$ cat src/rtl/scan_decoder_pkg.sv
// rtl/scan_decoder_pkg.sv - shared constants and helpers for the scan decoder
package scan_decoder_pkg;

    localparam logic MODE_DIRECT = 1'b0;
    localparam logic MODE_SCAN   = 1'b1;

    // Widest decoded bus the polarity helper handles (SEL_W up to 8).
    localparam int MAX_N = 256;

    function automatic int clog2(input int value);
        int bits;
        int rest;
        bits = 0;
        rest = value - 1;
        while (rest > 0) begin
            bits = bits + 1;
            rest = rest >> 1;
        end
        return bits;
    endfunction

    function automatic logic [MAX_N-1:0] apply_polarity(input logic [MAX_N-1:0] bits,
                                                        input logic active_low);
        return bits ^ {MAX_N{active_low}};
    endfunction

endpackage

$ cat src/rtl/scan_decoder_if.sv
// rtl/scan_decoder_if.sv - control and decoded-output bundle of the scan decoder
interface scan_decoder_if #(
    parameter int SEL_W = 2
);
    localparam int N = 2 ** SEL_W;

    logic             enable;
    logic             mode;
    logic [SEL_W-1:0] sel_in;
    logic             blank;
    logic [N-1:0]     out;
    logic [SEL_W-1:0] cur_sel;
    logic             wrap;

    modport master (
        output enable, mode, sel_in, blank,
        input  out, cur_sel, wrap
    );

    modport slave (
        input  enable, mode, sel_in, blank,
        output out, cur_sel, wrap
    );

endinterface

$ cat src/rtl/scan_decoder_onehot_decoder.sv
// rtl/scan_decoder_onehot_decoder.sv - combinational SEL_W to 2**SEL_W one-hot decode
module onehot_decoder #(
    parameter  int SEL_W = 2,
    localparam int N     = 2 ** SEL_W
) (
    input  logic [SEL_W-1:0] sel,
    input  logic             valid,
    output logic [N-1:0]     onehot
);

    always_comb begin
        onehot = '0;
        if (valid) begin
            onehot[sel] = 1'b1;
        end
    end

endmodule

$ cat src/rtl/scan_decoder.sv
// rtl/scan_decoder.sv - registered direct/scan select decoder with prescaled round-robin and guard time
module scan_decoder
    import scan_decoder_pkg::*;
#(
    parameter int SEL_W      = 2,
    parameter int CHANNELS   = 4,
    parameter int PRESCALE   = 100000,
    parameter int GUARD      = 0,
    parameter bit ACTIVE_LOW = 1'b1
) (
    input logic          clk,
    input logic          reset_n,
    scan_decoder_if.slave bus
);

    localparam int               N          = 2 ** SEL_W;
    localparam int               PW         = clog2(PRESCALE);
    localparam logic [PW-1:0]    PRESC_LAST = PW'(PRESCALE - 1);
    localparam logic [SEL_W-1:0] IDX_LAST   = SEL_W'(CHANNELS - 1);
    localparam logic [N-1:0]     INACTIVE   = {N{ACTIVE_LOW}};

    if (CHANNELS < 1 || CHANNELS > N) begin : g_bad_channels
        $error("scan_decoder: CHANNELS must be within 1..2**SEL_W");
    end
    if (PRESCALE < 2) begin : g_bad_prescale
        $error("scan_decoder: PRESCALE must be at least 2");
    end
    if (GUARD < 0 || GUARD >= PRESCALE) begin : g_bad_guard
        $error("scan_decoder: GUARD must be within 0..PRESCALE-1");
    end
    if (N > MAX_N) begin : g_bad_width
        $error("scan_decoder: SEL_W too wide for polarity helper");
    end

    logic [PW-1:0]    presc_q, presc_d;
    logic [SEL_W-1:0] idx_q, idx_d;
    logic             mode_q, mode_d;
    logic             wrap_q, wrap_d;
    logic [N-1:0]     out_q, out_d;
    logic [SEL_W-1:0] cur_sel_q, cur_sel_d;

    logic             guard_hit;
    logic             in_range;
    logic [SEL_W-1:0] dec_sel;
    logic             dec_valid;
    logic [N-1:0]     onehot;

    // Counters advance only when enabled in scan mode; a rising mode restarts the scan.
    always_comb begin
        presc_d = presc_q;
        idx_d   = idx_q;
        mode_d  = mode_q;
        wrap_d  = 1'b0;
        if (bus.enable) begin
            mode_d = bus.mode;
            if (bus.mode == MODE_SCAN) begin
                if (mode_q == MODE_DIRECT) begin
                    presc_d = '0;
                    idx_d   = '0;
                end else if (presc_q == PRESC_LAST) begin
                    presc_d = '0;
                    if (idx_q == IDX_LAST) begin
                        idx_d  = '0;
                        wrap_d = 1'b1;
                    end else begin
                        idx_d = idx_q + SEL_W'(1);
                    end
                end else begin
                    presc_d = presc_q + PW'(1);
                end
            end
        end
    end

    // Guard is judged on the prescaler value being registered alongside out.
    if (GUARD == 0) begin : g_no_guard
        assign guard_hit = 1'b0;
    end else begin : g_guard
        assign guard_hit = (presc_d < PW'(GUARD));
    end

    assign in_range = ({1'b0, bus.sel_in} < (SEL_W + 1)'(CHANNELS));

    always_comb begin
        dec_sel   = idx_d;
        dec_valid = !guard_hit;
        cur_sel_d = idx_d;
        if (bus.mode == MODE_DIRECT) begin
            dec_sel   = bus.sel_in;
            dec_valid = in_range;
            cur_sel_d = bus.sel_in;
        end
        if (!bus.enable) begin
            cur_sel_d = cur_sel_q;
        end
    end

    onehot_decoder #(
        .SEL_W (SEL_W)
    ) u_onehot_decoder (
        .sel    (dec_sel),
        .valid  (dec_valid),
        .onehot (onehot)
    );

    always_comb begin
        out_d = N'(apply_polarity(MAX_N'(onehot), ACTIVE_LOW));
        if (!bus.enable || bus.blank) begin
            out_d = INACTIVE;
        end
    end

    always_ff @(posedge clk) begin
        if (!reset_n) begin
            presc_q   <= '0;
            idx_q     <= '0;
            mode_q    <= MODE_DIRECT;
            wrap_q    <= 1'b0;
            out_q     <= INACTIVE;
            cur_sel_q <= '0;
        end else begin
            presc_q   <= presc_d;
            idx_q     <= idx_d;
            mode_q    <= mode_d;
            wrap_q    <= wrap_d;
            out_q     <= out_d;
            cur_sel_q <= cur_sel_d;
        end
    end

    assign bus.out     = out_q;
    assign bus.cur_sel = cur_sel_q;
    assign bus.wrap    = wrap_q;

endmodule

$ cat src/flat_wrapper.sv
// flat-port wrapper written by rule: the top's interface ports become plain ports
module scan_decoder_flat import scan_decoder_pkg::*;
#(
    parameter int SEL_W      = 2,
    parameter int CHANNELS   = 4,
    parameter int PRESCALE   = 100000,
    parameter int GUARD      = 0,
    parameter bit ACTIVE_LOW = 1'b1
)
  (clk, reset_n, bus_enable, bus_mode, bus_sel_in, bus_blank, bus_out, bus_cur_sel, bus_wrap);
  scan_decoder_if #(.SEL_W(SEL_W)) bus_i ();
  input logic clk;
  input logic reset_n;
  input wire logic [$bits(bus_i.enable)-1:0] bus_enable;
  input wire logic [$bits(bus_i.mode)-1:0] bus_mode;
  input wire logic [$bits(bus_i.sel_in)-1:0] bus_sel_in;
  input wire logic [$bits(bus_i.blank)-1:0] bus_blank;
  output wire logic [$bits(bus_i.out)-1:0] bus_out;
  output wire logic [$bits(bus_i.cur_sel)-1:0] bus_cur_sel;
  output wire logic [$bits(bus_i.wrap)-1:0] bus_wrap;
  assign bus_i.enable = bus_enable;
  assign bus_i.mode = bus_mode;
  assign bus_i.sel_in = bus_sel_in;
  assign bus_i.blank = bus_blank;
  assign bus_out = bus_i.out;
  assign bus_cur_sel = bus_i.cur_sel;
  assign bus_wrap = bus_i.wrap;
  scan_decoder #(.SEL_W(SEL_W), .CHANNELS(CHANNELS), .PRESCALE(PRESCALE), .GUARD(GUARD), .ACTIVE_LOW(ACTIVE_LOW)) u_core (.clk(clk), .reset_n(reset_n), .bus(bus_i));
endmodule
$ cat config.mk
export PLATFORM = sky130hd
export DESIGN_NAME = scan_decoder_flat
export DESIGN_NICKNAME = d
export VERILOG_FILES = /design/src/rtl/scan_decoder_pkg.sv /design/src/rtl/scan_decoder_if.sv /design/src/rtl/scan_decoder_onehot_decoder.sv /design/src/rtl/scan_decoder.sv /design/src/flat_wrapper.sv
export SDC_FILE = /design/constraint.sdc
export NUM_CORES = 1
export LEC_CHECK = 0
export ABC_AREA = 0
export BUFFER_PORTS_ARGS = -buffer_cell sky130_fd_sc_hd__clkbuf_2
export CAP_MARGIN = 10
export CORE_ASPECT_RATIO = 1.4
export CORE_MARGIN = 4
export CORE_UTILIZATION = 50
export DETAILED_ROUTE_END_ITERATION = 8
export PLACE_DENSITY_LB_ADDON = 0.25
export SETUP_SLACK_MARGIN = 0.4
export SYNTH_ARGS = -nofsm -noshare
export SYNTH_HDL_FRONTEND = slang
export SYNTH_SLANG_ARGS = --single-unit
$ cat constraint.sdc
create_clock -name clk -period 1.9 [get_ports clk]
set_input_delay 0.57 -clock clk [delete_from_list [all_inputs] [get_ports clk]]
set_output_delay 0.57 -clock clk [all_outputs]
set_load 0.01 [all_outputs]
# == Word level (Yosys, flattened, before mapping) ==
# Cells that the tools add are included.
# word_totals
inputBits,7
ff_bits,27
word_cells,31
# classes
eq_ne,2
n_addsub,2
bitwise_logic,2
n_mux,11
n_reduce_logical,6
magnitude_cmp,2
# op_table
operator,count
17-bit 2-to-1 mux,2
"17-bit by 1-bit adder with 17-bit output, second input constant",1
"17-bit equality test, second input constant",1
2-bit 2-to-1 mux,6
5-bit AND reduction,1
4-bit NOT,1
"2-bit by 3-bit less-than comparator with 1-bit output, second input constant",1
"2-bit by 1-bit adder with 2-bit output, second input constant",1
1-bit demux with 2-bit select,1
"2-bit equality test, second input constant",1
"2-bit by 1-bit >= comparator with 1-bit output, second input constant",1
1-bit 2-to-1 mux,2
2-bit AND reduction,1
2-bit OR reduction,1
1-bit logical AND,1
1-bit logical NOT,1
1-bit logical OR,1
1-bit NOT,1

# == Logic depth before layout (Yosys ltp) ==
# Gate-level depths: netlist of run 1.
# logic_depth
ltp_word,12
mapped_depth,7

# == By module ==
# Synthesis of run 1 repeated with hierarchy kept, for this count alone.
# hier_totals
cells_unflattened,165
area_unflattened_um2,1400.1
# by_module_without_submodules
mod,seq_area_each_um2,cells_per_inst,area_each_um2,n_inst
scan_decoder,540.5,161,1362.6,1
onehot_decoder,0.0,4,37.5,1

# == Least setup slack after synthesis of run 1 ==
# No wires, ideal clock.
# synth_timing
path_kind,input to register
from,input bus_mode
to,register u_core.presc_q[11]
arrival_time_ps,1619
cell_stages,7
required_time_ps,1830
setup_slack_ps,211
setup_time_ps,70
cell_sequence,and2_1 > buf_6 > and3_1 > buf_4 > nand4_1 > or3b_1 > a21oi_1
# synth_between
elab_chain_len,1
# synth_rtl
item,line_no,text
"start, declared",flat_wrapper.sv:15,input wire logic [$bits(bus_i.mode)-1:0] bus_mode;
2-bit AND reduction (no source line),--,
"end signal, assigned",scan_decoder.sv:122,presc_q <= presc_d;
"end, declared",scan_decoder.sv:35,"logic [PW-1:0] presc_q, presc_d;"
# Every way passes these cells.
# A chain may end at the register's enable or synchronous reset.

# == Final worst setup path of run 1 ==
# layout_timing
from,register u_core.presc_q[1]
to,register u_core.out_q[1] (netlist: u_core.bus.out[1])
# layout_between
elab_chain_len,11
elab_cells_between_ends,12
cone_classes,order compare (2); eq/ne (1); mux (7); bitwise (1); reduce/logical (1)
# layout_rtl
item,line_no,text
17-bit equality test *,scan_decoder.sv:60,end else if (presc_q == PRESC_LAST) begin
2-bit 2-to-1 mux *,scan_decoder.sv:60,
2-bit 2-to-1 mux *,scan_decoder.sv:57,if (mode_q == MODE_DIRECT) begin
2-bit 2-to-1 mux *,scan_decoder.sv:56,if (bus.mode == MODE_SCAN) begin
2-bit 2-to-1 mux *,scan_decoder.sv:54,if (bus.enable) begin
2-bit 2-to-1 mux *,scan_decoder.sv:88,if (bus.mode == MODE_DIRECT) begin
2-bit by 3-bit less-than comparator with 1-bit output (not written as such) / 2-bit by 1-bit >= comparator with 1-bit output (equally long branches),scan_decoder_onehot_decoder.sv:14,onehot[sel] = 1'b1;
1-bit logical AND (not written as such),scan_decoder_onehot_decoder.sv:14,
1-bit 2-to-1 mux (not written as such),scan_decoder_onehot_decoder.sv:14,
1-bit demux with 2-bit select *,scan_decoder_onehot_decoder.sv:14,
4-bit NOT (no source line) *,--,
"end signal, assigned",scan_decoder.sv:126,out_q <= out_d;
"end, declared",scan_decoder.sv:39,"logic [N-1:0] out_q, out_d;"
# Mark *: on every way between the ends. The rest lies on a longest branch, timed or not.

==> impl_results.html, run 1 <==
<table>
<tr><th>Metric</th><th>Value</th></tr>
<tr><th colspan="2">STA</th></tr>
<tr><td>Setup skew after layout</td><td>about 7.5 ps</td></tr>
<tr><td>Post-layout minimum cycle time</td><td>approximately 1700 ps</td></tr>
<tr><td>Number of hold violations in the final report</td><td>0</td></tr>
<tr><td>Setup TNS Final</td><td>0 ps</td></tr>
<tr><td>Final worst hold slack</td><td>around 490 ps</td></tr>
<tr><td>Final slew viol count</td><td>0</td></tr>
<tr><td>Number of setup violations in the final report</td><td>0</td></tr>
<tr><td>Remaining max-slew budget at the tightest pin</td><td>0.7133</td></tr>
<tr><td>Part of the cycle the worst path needs</td><td>0.8927</td></tr>
<tr><td>Setup repair after global routing missed its margin</td><td>true</td></tr>
<tr><td>Max frequency</td><td>approximately 600 MHz</td></tr>
<tr><td>Worst-Margin Slew</td><td>429.1 ps</td></tr>
<tr><th colspan="2">Clocking</th></tr>
<tr><td>Number of buffers on the longest clock path</td><td>2</td></tr>
<tr><td>Source-to-sink clock delay at the later pin of the worst-skew pair</td><td>between 300 and 400 ps</td></tr>
<tr><td>TritonCTS clock tree</td><td>yes</td></tr>
<tr><td>Clk slew on worst S/H paths</td><td>approximately 140 ps</td></tr>
<tr><td>CTS root buffer</td><td>sky130_fd_sc_hd__clkbuf_4</td></tr>
<tr><td>Cts bufs inserted</td><td>3</td></tr>
<tr><td>TritonCTS Sinks</td><td>27</td></tr>
<tr><td>Max H-tree Level</td><td>1</td></tr>
<tr><th colspan="2">Route</th></tr>
<tr><td>Post-detailed-route via-to-cell ratio</td><td>approximately 5.6</td></tr>
<tr><td>Router iterations before antenna repair</td><td>4</td></tr>
<tr><td>Count of vias placed by the detailed router</td><td>1138</td></tr>
<tr><td>Drt total wl</td><td>3126 microns</td></tr>
<tr><td>Average wire per cell in the routed design</td><td>15.32 microns</td></tr>
<tr><td>Number of violations reported at the end of detailed-routing iteration 0</td><td>31</td></tr>
<tr><td>Total DRC errors in the routed layout</td><td>0</td></tr>
<tr><td>Number of nets still failing antenna checks after routing</td><td>0</td></tr>
<tr><th colspan="2">Synth</th></tr>
<tr><td>Mean instance size in the synthesized netlist</td><td>around 9.1 sq um</td></tr>
<tr><td>Synthesized instance count</td><td>approximately 140</td></tr>
<tr><td>Fraction of the yosys area taken by sequential cells</td><td>0.4154</td></tr>
<tr><td>Post-Syn Area</td><td>roughly 1300 sq um</td></tr>
<tr><td>Synth Net Count</td><td>approximately 150</td></tr>
<tr><td>Most used standard cells in the synthesized netlist</td><td>27 x sky130_fd_sc_hd__dfxtp_1, 18 x sky130_fd_sc_hd__nor2_1, 14 x sky130_fd_sc_hd__nand2_1, 12 x sky130_fd_sc_hd__xor2_1, 9 x sky130_fd_sc_hd__nand3_1</td></tr>
<tr><td>Dominant cell by count in the synthesized netlist</td><td>sky130_fd_sc_hd__dfxtp_1</td></tr>
<tr><td>Async set or reset register ratio after synthesis</td><td>0</td></tr>
<tr><td>Yosys warning count</td><td>0</td></tr>
<tr><td>Cell types occupying the most area after synthesis</td><td>sky130_fd_sc_hd__dfxtp_1 42%, sky130_fd_sc_hd__xor2_1 8.1%, sky130_fd_sc_hd__nor2_1 5.2%, sky130_fd_sc_hd__nand2_1 4.0%, sky130_fd_sc_hd__nand4_1 3.8%</td></tr>
<tr><td>Count of different cell masters after synthesis</td><td>39</td></tr>
<tr><td>Post-synth top area cell</td><td>sky130_fd_sc_hd__dfxtp_1</td></tr>
<tr><td>Area share of the largest cell type after synthesis</td><td>0.4154</td></tr>
<tr><td>Number of register bits inferred by synthesis</td><td>27</td></tr>
<tr><td>Most used flip-flop cell after synthesis</td><td>sky130_fd_sc_hd__dfxtp_1</td></tr>
<tr><td>Post-synth EDFFs</td><td>0</td></tr>
<tr><th colspan="2">Floorplan</th></tr>
<tr><td>Die height</td><td>a little under 70 microns</td></tr>
<tr><td>Placeable Area</td><td>2444 sq um</td></tr>
<tr><td>Die X-Extent</td><td>roughly 51 microns</td></tr>
<tr><td>I/O pin count</td><td>14</td></tr>
<tr><td>Starting density of the core</td><td>0.5325</td></tr>
<tr><td>Number of rows created at floorplan</td><td>21</td></tr>
<tr><td>Die Footprint</td><td>~3500 sq um</td></tr>
<tr><th colspan="2">Outcome</th></tr>
<tr><td>Run status</td><td>complete, no violations</td></tr>
<tr><th colspan="2">Critical path</th></tr>
<tr><td>Startpoint Class</td><td>register</td></tr>
<tr><td>Cell breakdown of the critical path</td><td>ha_4 -&gt; and4b_1 -&gt; and4_4 -&gt; nor4b_4 -&gt; a21o_1 -&gt; nand3b_1</td></tr>
<tr><td>Setup slack, reg-to-reg</td><td>roughly 200 ps</td></tr>
<tr><td>Arrival time reported for the critical path endpoint</td><td>around 1900 ps</td></tr>
<tr><td>Worst-path fanout max</td><td>7</td></tr>
<tr><td>Slowest stage delay, CP</td><td>between 300 and 400 ps</td></tr>
<tr><td>Element type at the critical path end</td><td>register</td></tr>
<tr><td>Slowest CP cell</td><td>sky130_fd_sc_hd__dfxtp_4</td></tr>
<tr><td>Worst R2R End</td><td>u_core.bus.out[1]</td></tr>
<tr><td>R2R cell count</td><td>6</td></tr>
<tr><td>Start-to-end type of the worst setup path</td><td>register to register</td></tr>
<tr><td>Number of buffer and inverter instances along the worst setup path</td><td>0</td></tr>
<tr><td>Category of cells accounting for the largest share of critical-path delay</td><td>simple AND/OR/NAND/NOR gates</td></tr>
<tr><td>Required time reported for the critical path endpoint</td><td>around 2100 ps</td></tr>
<tr><td>Worst r2r src</td><td>u_core.presc_q[1]</td></tr>
<tr><th colspan="2">Placed design</th></tr>
<tr><td>Total half-perimeter wirelength after legalization and detailed placement</td><td>2226 microns</td></tr>
<tr><td>Final estimated routing congestion in global placement</td><td>0.8028</td></tr>
<tr><td>IO buf count</td><td>13</td></tr>
<tr><th colspan="2">Layout</th></tr>
<tr><td>Final core utilization</td><td>0.6882</td></tr>
<tr><td>Fraction of layout cells with a size suffix above 1</td><td>0.4118</td></tr>
<tr><td>Final Net Count</td><td>180</td></tr>
<tr><td>Antenna Cells</td><td>0</td></tr>
<tr><td>Fillers</td><td>around 210</td></tr>
<tr><td>Synth-to-layout area growth</td><td>29.23%</td></tr>
<tr><th colspan="2">Global routing</th></tr>
<tr><td>Vias in the first global route</td><td>1157</td></tr>
<tr><td>Aggregate global-route resource usage</td><td>0.2033</td></tr>
<tr><td>Maximum number of pins on one net before global-route repair</td><td>15</td></tr>
<tr><td>Global-route wire length before repair</td><td>approximately 5200 microns</td></tr>
<tr><td>Antenna violations before repair</td><td>0</td></tr>
<tr><td>Leftover overflow at the end of global routing</td><td>0</td></tr>
<tr><th colspan="2">Power</th></tr>
<tr><td>Net load switching power</td><td>about 0.23 mW</td></tr>
<tr><td>Sequential power share</td><td>0.621</td></tr>
<tr><td>VDD IR max</td><td>about 410 uV</td></tr>
<tr><td>Static power due to leakage</td><td>approximately 0.64 nW</td></tr>
<tr><td>Cell internal pwr</td><td>between 0.6 and 0.7 mW</td></tr>
<tr><td>Logic gate share of total power</td><td>0.108</td></tr>
<tr><td>Power density of the placed cells</td><td>553.1 nW/um^2</td></tr>
<tr><td>Proportion of total power due to net switching</td><td>0.2477</td></tr>
<tr><td>Power share of the clock group</td><td>0.271</td></tr>
<tr><th colspan="2">Hold path</th></tr>
<tr><td>Min-delay worst type</td><td>primary input to register</td></tr>
<tr><td>Source of the worst hold timing path</td><td>bus_blank</td></tr>
<tr><td>Worst-case hold path end point</td><td>u_core.bus.out[2]</td></tr>
<tr><td>Cell count of the worst hold path</td><td>3</td></tr>
<tr><th colspan="2">Run</th></tr>
<tr><td>Max-cap viol count</td><td>0</td></tr>
</table>
through the flow:
step / cell area [sq um] / instances / setup slack (ps) / total power, mW
6_report: 1682 / 204 / 203.9 / 0.9301
5_1_grt: 1682 / 204 / 117.7 / 0.9688
4_1_cts: 1627 / 203 / 216.5 / 0.9259
3_5_place_dp: 1489 / 194 / 88.64 / 0.6682
3_3_place_gp: 1489 / 194 / 168.2 / 0.6664
2_1_floorplan: 1356 / 143 / 233.0 / 0.6382
worst max-delay path by stage:
stage | slack [ps] | startpoint | end | depth (start not counted)
6_report | 200 | u_core.presc_q[1] | u_core.bus.out[1] | 6
5_1_grt | 120 | u_core.presc_q[1] | u_core.bus.out[1] | 6
4_1_cts | 220 | u_core.presc_q[1] | u_core.bus.out[1] | 6
3_5_place_dp | 90 | bus_mode | u_core.presc_q[16] | 6
3_3_place_gp | 170 | bus_mode | u_core.presc_q[16] | 6
2_1_floorplan | 230 | bus_mode | u_core.presc_q[11] | 7
cell usage in the layout (no fill, tap or decap), types with 3 or more instances in the layout:
master / count
sky130_fd_sc_hd__dfxtp_1: 20
sky130_fd_sc_hd__nand2_1: 13
sky130_fd_sc_hd__clkbuf_2: 13
sky130_fd_sc_hd__buf_4: 13
sky130_fd_sc_hd__xor2_1: 12
sky130_fd_sc_hd__nor2_1: 10
sky130_fd_sc_hd__nand4_1: 8
sky130_fd_sc_hd__nand3_1: 7
sky130_fd_sc_hd__nor2_2: 6
sky130_fd_sc_hd__o21ai_0: 5
sky130_fd_sc_hd__dfxtp_2: 5
sky130_fd_sc_hd__a21oi_2: 3
sky130_fd_sc_hd__clkbuf_4: 3
area by class of cell:
type	count	area (sq um)	area share
multi-input combinational	109	862.1	0.5126
timing repair buffer	28	188.9	0.1124
tap	34	42.54	0.02530
sequential	27	554.3	0.3296
inverter	2	7.507	0.004464
clock buffer	4	26.28	0.01563
logic make-up after synthesis:
| group | share of synthesized area |
|---|---|
| mux | 0.008653 |
| buf+inv | 0.03077 |
| xor+xnor | 0.09423 |
| flops | 0.4154 |
| simple gates | 0.3260 |
| compound gates | 0.1058 |
| fa+ha+maj | 0.01923 |
metal layers:
metal  track usage  share of wire  vias up
li1              -              -      559
met4        0.1246          0.035        0
met5             0              0        -
met3       0.03922          0.033       11
met2        0.3952           0.56       31
met1        0.1925           0.37      537
timing repair:
item,CTS,global route
resized for setup,24,14
hold buffers,0,0
setup buffers,4,1
cloned,1,0
endpoints found under the setup margin,24,24
pin swaps,16,5
state kept, by name (all words and copies together) (netlist names):
register	flops
u_core.bus.out	4
u_core.presc_q	17
u_core.idx_q	2
u_core.mode_q	1
u_core.bus.cur_sel	2
u_core.bus.wrap	1
power groups by stage:
stage          clock (mW)  sequential (mW)  combinational [mW]
5_1_grt             0.281            0.579               0.108
3_5_place_dp            0            0.593              0.0757
2_1_floorplan           0            0.594              0.0447
4_1_cts             0.257            0.578              0.0906
6_report            0.252            0.578               0.101
3_3_place_gp            0            0.592              0.0745
worst reg2reg max path, delay by kind of cell, from the launching register on:
kind                       cells  cell delay (ps)
and+or+nand+nor                4              890
adders and majority gates      1              120
AOI/OAI and AO/OA              1              180
DFF                            1              380
Power figures use the tool's default switching activity.
==> inputs of run 2 (changes only) <==
--- a/config.mk
+++ b/config.mk
@@ -8,9 +8,11 @@
 export ABC_AREA = 0
 export BUFFER_PORTS_ARGS = -buffer_cell sky130_fd_sc_hd__clkbuf_2
 export CAP_MARGIN = 10
+export CELL_PAD_IN_SITES_DETAIL_PLACEMENT = 1
+export CELL_PAD_IN_SITES_GLOBAL_PLACEMENT = 2
 export CORE_ASPECT_RATIO = 1.4
 export CORE_MARGIN = 4
-export CORE_UTILIZATION = 50
+export CORE_UTILIZATION = 35
 export DETAILED_ROUTE_END_ITERATION = 8
 export PLACE_DENSITY_LB_ADDON = 0.25
 export SETUP_SLACK_MARGIN = 0.4
==> run 2 against run 1 <==
Design area grew 4.2%; clock skew fell by 5.1 ps; sequential power hardly changed; cell count up 5.9%; total power increased by 8.5%; die area increased by 37%; wire length grew 11%; worst hold slack better by 54 ps; global-route usage shrank 4.5 points; largest cell class unchanged.
==> impl_results.html, run 2 (same netlist as run 1, synthesis figures left out) <==
<table>
<tr><th>Metric</th><th>Value</th></tr>
<tr><th colspan="2">Outcome</th></tr>
<tr><td>Run status</td><td>complete, no violations</td></tr>
<tr><th colspan="2">Layout</th></tr>
<tr><td>Most common library cell in the layout ignoring fill and taps</td><td>sky130_fd_sc_hd__dfxtp_1</td></tr>
<tr><td>Register bank with the most flops</td><td>u_core.presc_q</td></tr>
<tr><td>Antenna Cells</td><td>0 (unchanged)</td></tr>
<tr><td>Synth-to-layout area growth</td><td>34.71%</td></tr>
<tr><td>Top library cells by usage in the layout, fill and taps aside</td><td>23 x sky130_fd_sc_hd__dfxtp_1, 18 x sky130_fd_sc_hd__buf_4, 13 x sky130_fd_sc_hd__nand2_1, 13 x sky130_fd_sc_hd__clkbuf_2, 12 x sky130_fd_sc_hd__xor2_1</td></tr>
<tr><td>Finished Layout Cells</td><td>216 (+5.9%)</td></tr>
<tr><td>Final Net Count</td><td>186 (+3.3%)</td></tr>
<tr><td>Fraction of layout cells with a size suffix above 1</td><td>0.4261 (+0.01437)</td></tr>
<tr><td>Largest register FFs</td><td>17 (unchanged)</td></tr>
<tr><th colspan="2">Global routing</th></tr>
<tr><td>Maximum number of pins on one net before global-route repair</td><td>16 (+1)</td></tr>
<tr><td>Leftover overflow at the end of global routing</td><td>0 (unchanged)</td></tr>
<tr><td>Global-route wire length before repair</td><td>5754 microns (+11%)</td></tr>
<tr><td>Antenna violations before repair</td><td>0 (unchanged)</td></tr>
<tr><td>Vias in the first global route</td><td>1196 (+3.4%)</td></tr>
<tr><td>Aggregate global-route resource usage</td><td>0.1585 (-0.04485)</td></tr>
<tr><th colspan="2">Critical path</th></tr>
<tr><td>Start-to-end type of the worst setup path</td><td>register to register</td></tr>
<tr><td>Worst-path fanout max</td><td>5 (-2)</td></tr>
<tr><td>Required time reported for the critical path endpoint</td><td>2050 ps (-70 ps)</td></tr>
<tr><td>Arrival time reported for the critical path endpoint</td><td>1850 ps (-60 ps)</td></tr>
<tr><td>Startpoint Class</td><td>register</td></tr>
<tr><td>Element type at the critical path end</td><td>register</td></tr>
<tr><th colspan="2">Power</th></tr>
<tr><td>Power density of the placed cells</td><td>575.6 nW/um^2 (+4.1%)</td></tr>
<tr><td>Final total power</td><td>1.009 mW (+8.5%)</td></tr>
<tr><td>Power share of the clock group</td><td>0.326 (+0.055)</td></tr>
<tr><td>Logic gate share of total power</td><td>0.101 (-0.007)</td></tr>
<tr><td>Static power due to leakage</td><td>0.6709 nW (+4.1%)</td></tr>
<tr><td>Sequential power share</td><td>0.574 (-0.047)</td></tr>
<tr><td>Proportion of total power due to net switching</td><td>0.2421 (-0.005538)</td></tr>
<tr><td>VDD IR max</td><td>369.1 uV (-8.9%)</td></tr>
<tr><td>Cell internal pwr</td><td>0.7646 mW (+9.3%)</td></tr>
<tr><td>Net load switching power</td><td>0.2443 mW (+6.0%)</td></tr>
<tr><th colspan="2">STA</th></tr>
<tr><td>Max frequency</td><td>589.2 MHz (about the same)</td></tr>
<tr><td>Number of setup violations in the final report</td><td>0 (unchanged)</td></tr>
<tr><td>Post-layout minimum cycle time</td><td>1697 ps (+1.242 ps)</td></tr>
<tr><td>Final slew viol count</td><td>0 (unchanged)</td></tr>
<tr><td>Part of the cycle the worst path needs</td><td>0.8933 (about the same)</td></tr>
<tr><td>Setup repair after global routing missed its margin</td><td>true</td></tr>
<tr><td>Setup TNS Final</td><td>0 ps (unchanged)</td></tr>
<tr><td>Worst-Margin Slew</td><td>434.1 ps (+5.062 ps)</td></tr>
<tr><td>Setup skew after layout</td><td>2.373 ps (-5.123 ps)</td></tr>
<tr><td>Remaining max-slew budget at the tightest pin</td><td>0.7100 (-0.003382)</td></tr>
<tr><td>Number of hold violations in the final report</td><td>0 (unchanged)</td></tr>
<tr><th colspan="2">Floorplan</th></tr>
<tr><td>Number of rows created at floorplan</td><td>25 (+19%)</td></tr>
<tr><td>I/O pin count</td><td>14 (unchanged)</td></tr>
<tr><td>Die X-Extent</td><td>59.53 microns (+16%)</td></tr>
<tr><td>Die Footprint</td><td>4771 sq um (+37%)</td></tr>
<tr><td>Placeable Area</td><td>3472 sq um (+42%)</td></tr>
<tr><td>Die height</td><td>80.15 microns (+17%)</td></tr>
<tr><td>Starting density of the core</td><td>0.3748 (-0.1577)</td></tr>
<tr><th colspan="2">Clocking</th></tr>
<tr><td>Source-to-sink clock delay at the later pin of the worst-skew pair</td><td>270 ps (-60 ps)</td></tr>
<tr><td>Clk slew on worst S/H paths</td><td>90 ps (-50 ps)</td></tr>
<tr><td>CTS root buffer</td><td>sky130_fd_sc_hd__clkbuf_8</td></tr>
<tr><td>TritonCTS clock tree</td><td>yes</td></tr>
<tr><td>Cts bufs inserted</td><td>3 (unchanged)</td></tr>
<tr><td>Max H-tree Level</td><td>1 (unchanged)</td></tr>
<tr><td>TritonCTS Sinks</td><td>27 (unchanged)</td></tr>
<tr><td>Number of buffers on the longest clock path</td><td>2 (unchanged)</td></tr>
<tr><th colspan="2">Route</th></tr>
<tr><td>Drt total wl</td><td>3483 microns (+11%)</td></tr>
<tr><td>Number of violations reported at the end of detailed-routing iteration 0</td><td>18 (-42%)</td></tr>
<tr><td>Number of nets still failing antenna checks after routing</td><td>0 (unchanged)</td></tr>
<tr><td>Router iterations before antenna repair</td><td>4 (unchanged)</td></tr>
<tr><td>Average wire per cell in the routed design</td><td>16.13 microns (+5.2%)</td></tr>
<tr><td>Post-detailed-route via-to-cell ratio</td><td>5.431 (-2.7%)</td></tr>
<tr><td>Total DRC errors in the routed layout</td><td>0 (unchanged)</td></tr>
<tr><td>Count of vias placed by the detailed router</td><td>1173 (+3.1%)</td></tr>
<tr><th colspan="2">Hold path</th></tr>
<tr><td>Min-delay worst type</td><td>register to register</td></tr>
<tr><th colspan="2">Placed design</th></tr>
<tr><td>Number of placed cells counting well taps</td><td>204 (+5.2%)</td></tr>
<tr><td>Final estimated routing congestion in global placement</td><td>0.7892 (-1.7%)</td></tr>
<tr><td>Total half-perimeter wirelength after legalization and detailed placement</td><td>2441 microns (+9.7%)</td></tr>
<tr><td>IO buf count</td><td>13 (unchanged)</td></tr>
<tr><th colspan="2">Run</th></tr>
<tr><td>Max-cap viol count</td><td>0 (unchanged)</td></tr>
</table>
run 2: cell count changes in the layout (fill, tap and decap cells not counted), sizes merged:
cell,change
clkbuf,-1
buf,+6
clkinv,+1
run 2: area by class of cell:
| cell class | count | area (sq um) |
|---|---|---|
| Tap cell | 40 | 50.05 |
| Fill cell | 413 | 1719 |
| Multi-Input combinational cell | 109 | 863.3 |
| Clock buffer | 3 | 41.29 |
| Sequential cell | 27 | 548.0 |
| Timing Repair Buffer | 34 | 237.7 |
| Inverter | 2 | 7.507 |
| Clock inverter | 1 | 5.005 |
run 2: final timing paths:
path                     start           endpoint  slack [ps]  cells after the start
max          u_core.presc_q[0]  u_core.bus.out[1]         200                      6
min              u_core.mode_q    u_core.bus.wrap         540                      2
max reg2reg  u_core.presc_q[0]  u_core.bus.out[1]         200                      6
min reg2reg      u_core.mode_q    u_core.bus.wrap         540                      2
run 2: worst max-delay path: stages, from the launching register on:
cell and delay [ps]:
sky130_fd_sc_hd__dfxtp_4 370, sky130_fd_sc_hd__ha_4 130, sky130_fd_sc_hd__and4b_1 250, sky130_fd_sc_hd__and4_4 270, sky130_fd_sc_hd__nor4b_4 300, sky130_fd_sc_hd__a21o_1 180
sky130_fd_sc_hd__nand3b_1 80
run 2: timing repair:
| item | in CTS | in global routing |
|---|---|---|
| pin swaps | 24 | 8 |
| setup buffers | 4 | 3 |
| endpoints found under the hold margin | 0 | 0 |
| hold buffers | 0 | 0 |
| setup endpoints to repair | 25 | 25 |
| resized for setup | 19 | 18 |
| gates cloned | 1 | 0 |
run 2: power by group through the flow:
| stage | Combinational, mW | Sequential (mW) | Clock (mW) |
|---|---|---|---|
| 5_1_grt | 0.111 | 0.581 | 0.364 |
| 6_report | 0.102 | 0.579 | 0.328 |
| 3_3_place_gp | 0.0758 | 0.592 | 0 |
| 3_5_place_dp | 0.0760 | 0.592 | 0 |
| 4_1_cts | 0.0959 | 0.579 | 0.343 |
| 2_1_floorplan | 0.0447 | 0.594 | 0 |
run 2: routing by layer:
layer | vias to the layer above | track usage | routed length, microns
li1 | 572 | - | -
met1 | 570 | 0.1840 | 1407
met2 | 22 | 0.2965 | 1906
met3 | 9 | 0.01929 | 86
met4 | 0 | 0.03991 | 82
met5 | - | 0 | 0
run 2: metrics by stage:
step	util	area [sq um]	setup WS [ps]	hold slack (ps)
after floorplan	-	1356	233.0	471.8
after global placement	0.4396	1526	29.93	519.0
after detailed placement	0.4396	1526	51.92	518.4
after CTS	0.4825	1675	195.0	540.9
after global routing	0.5049	1753	71.99	566.5
final	0.5049	1753	202.7	539.9
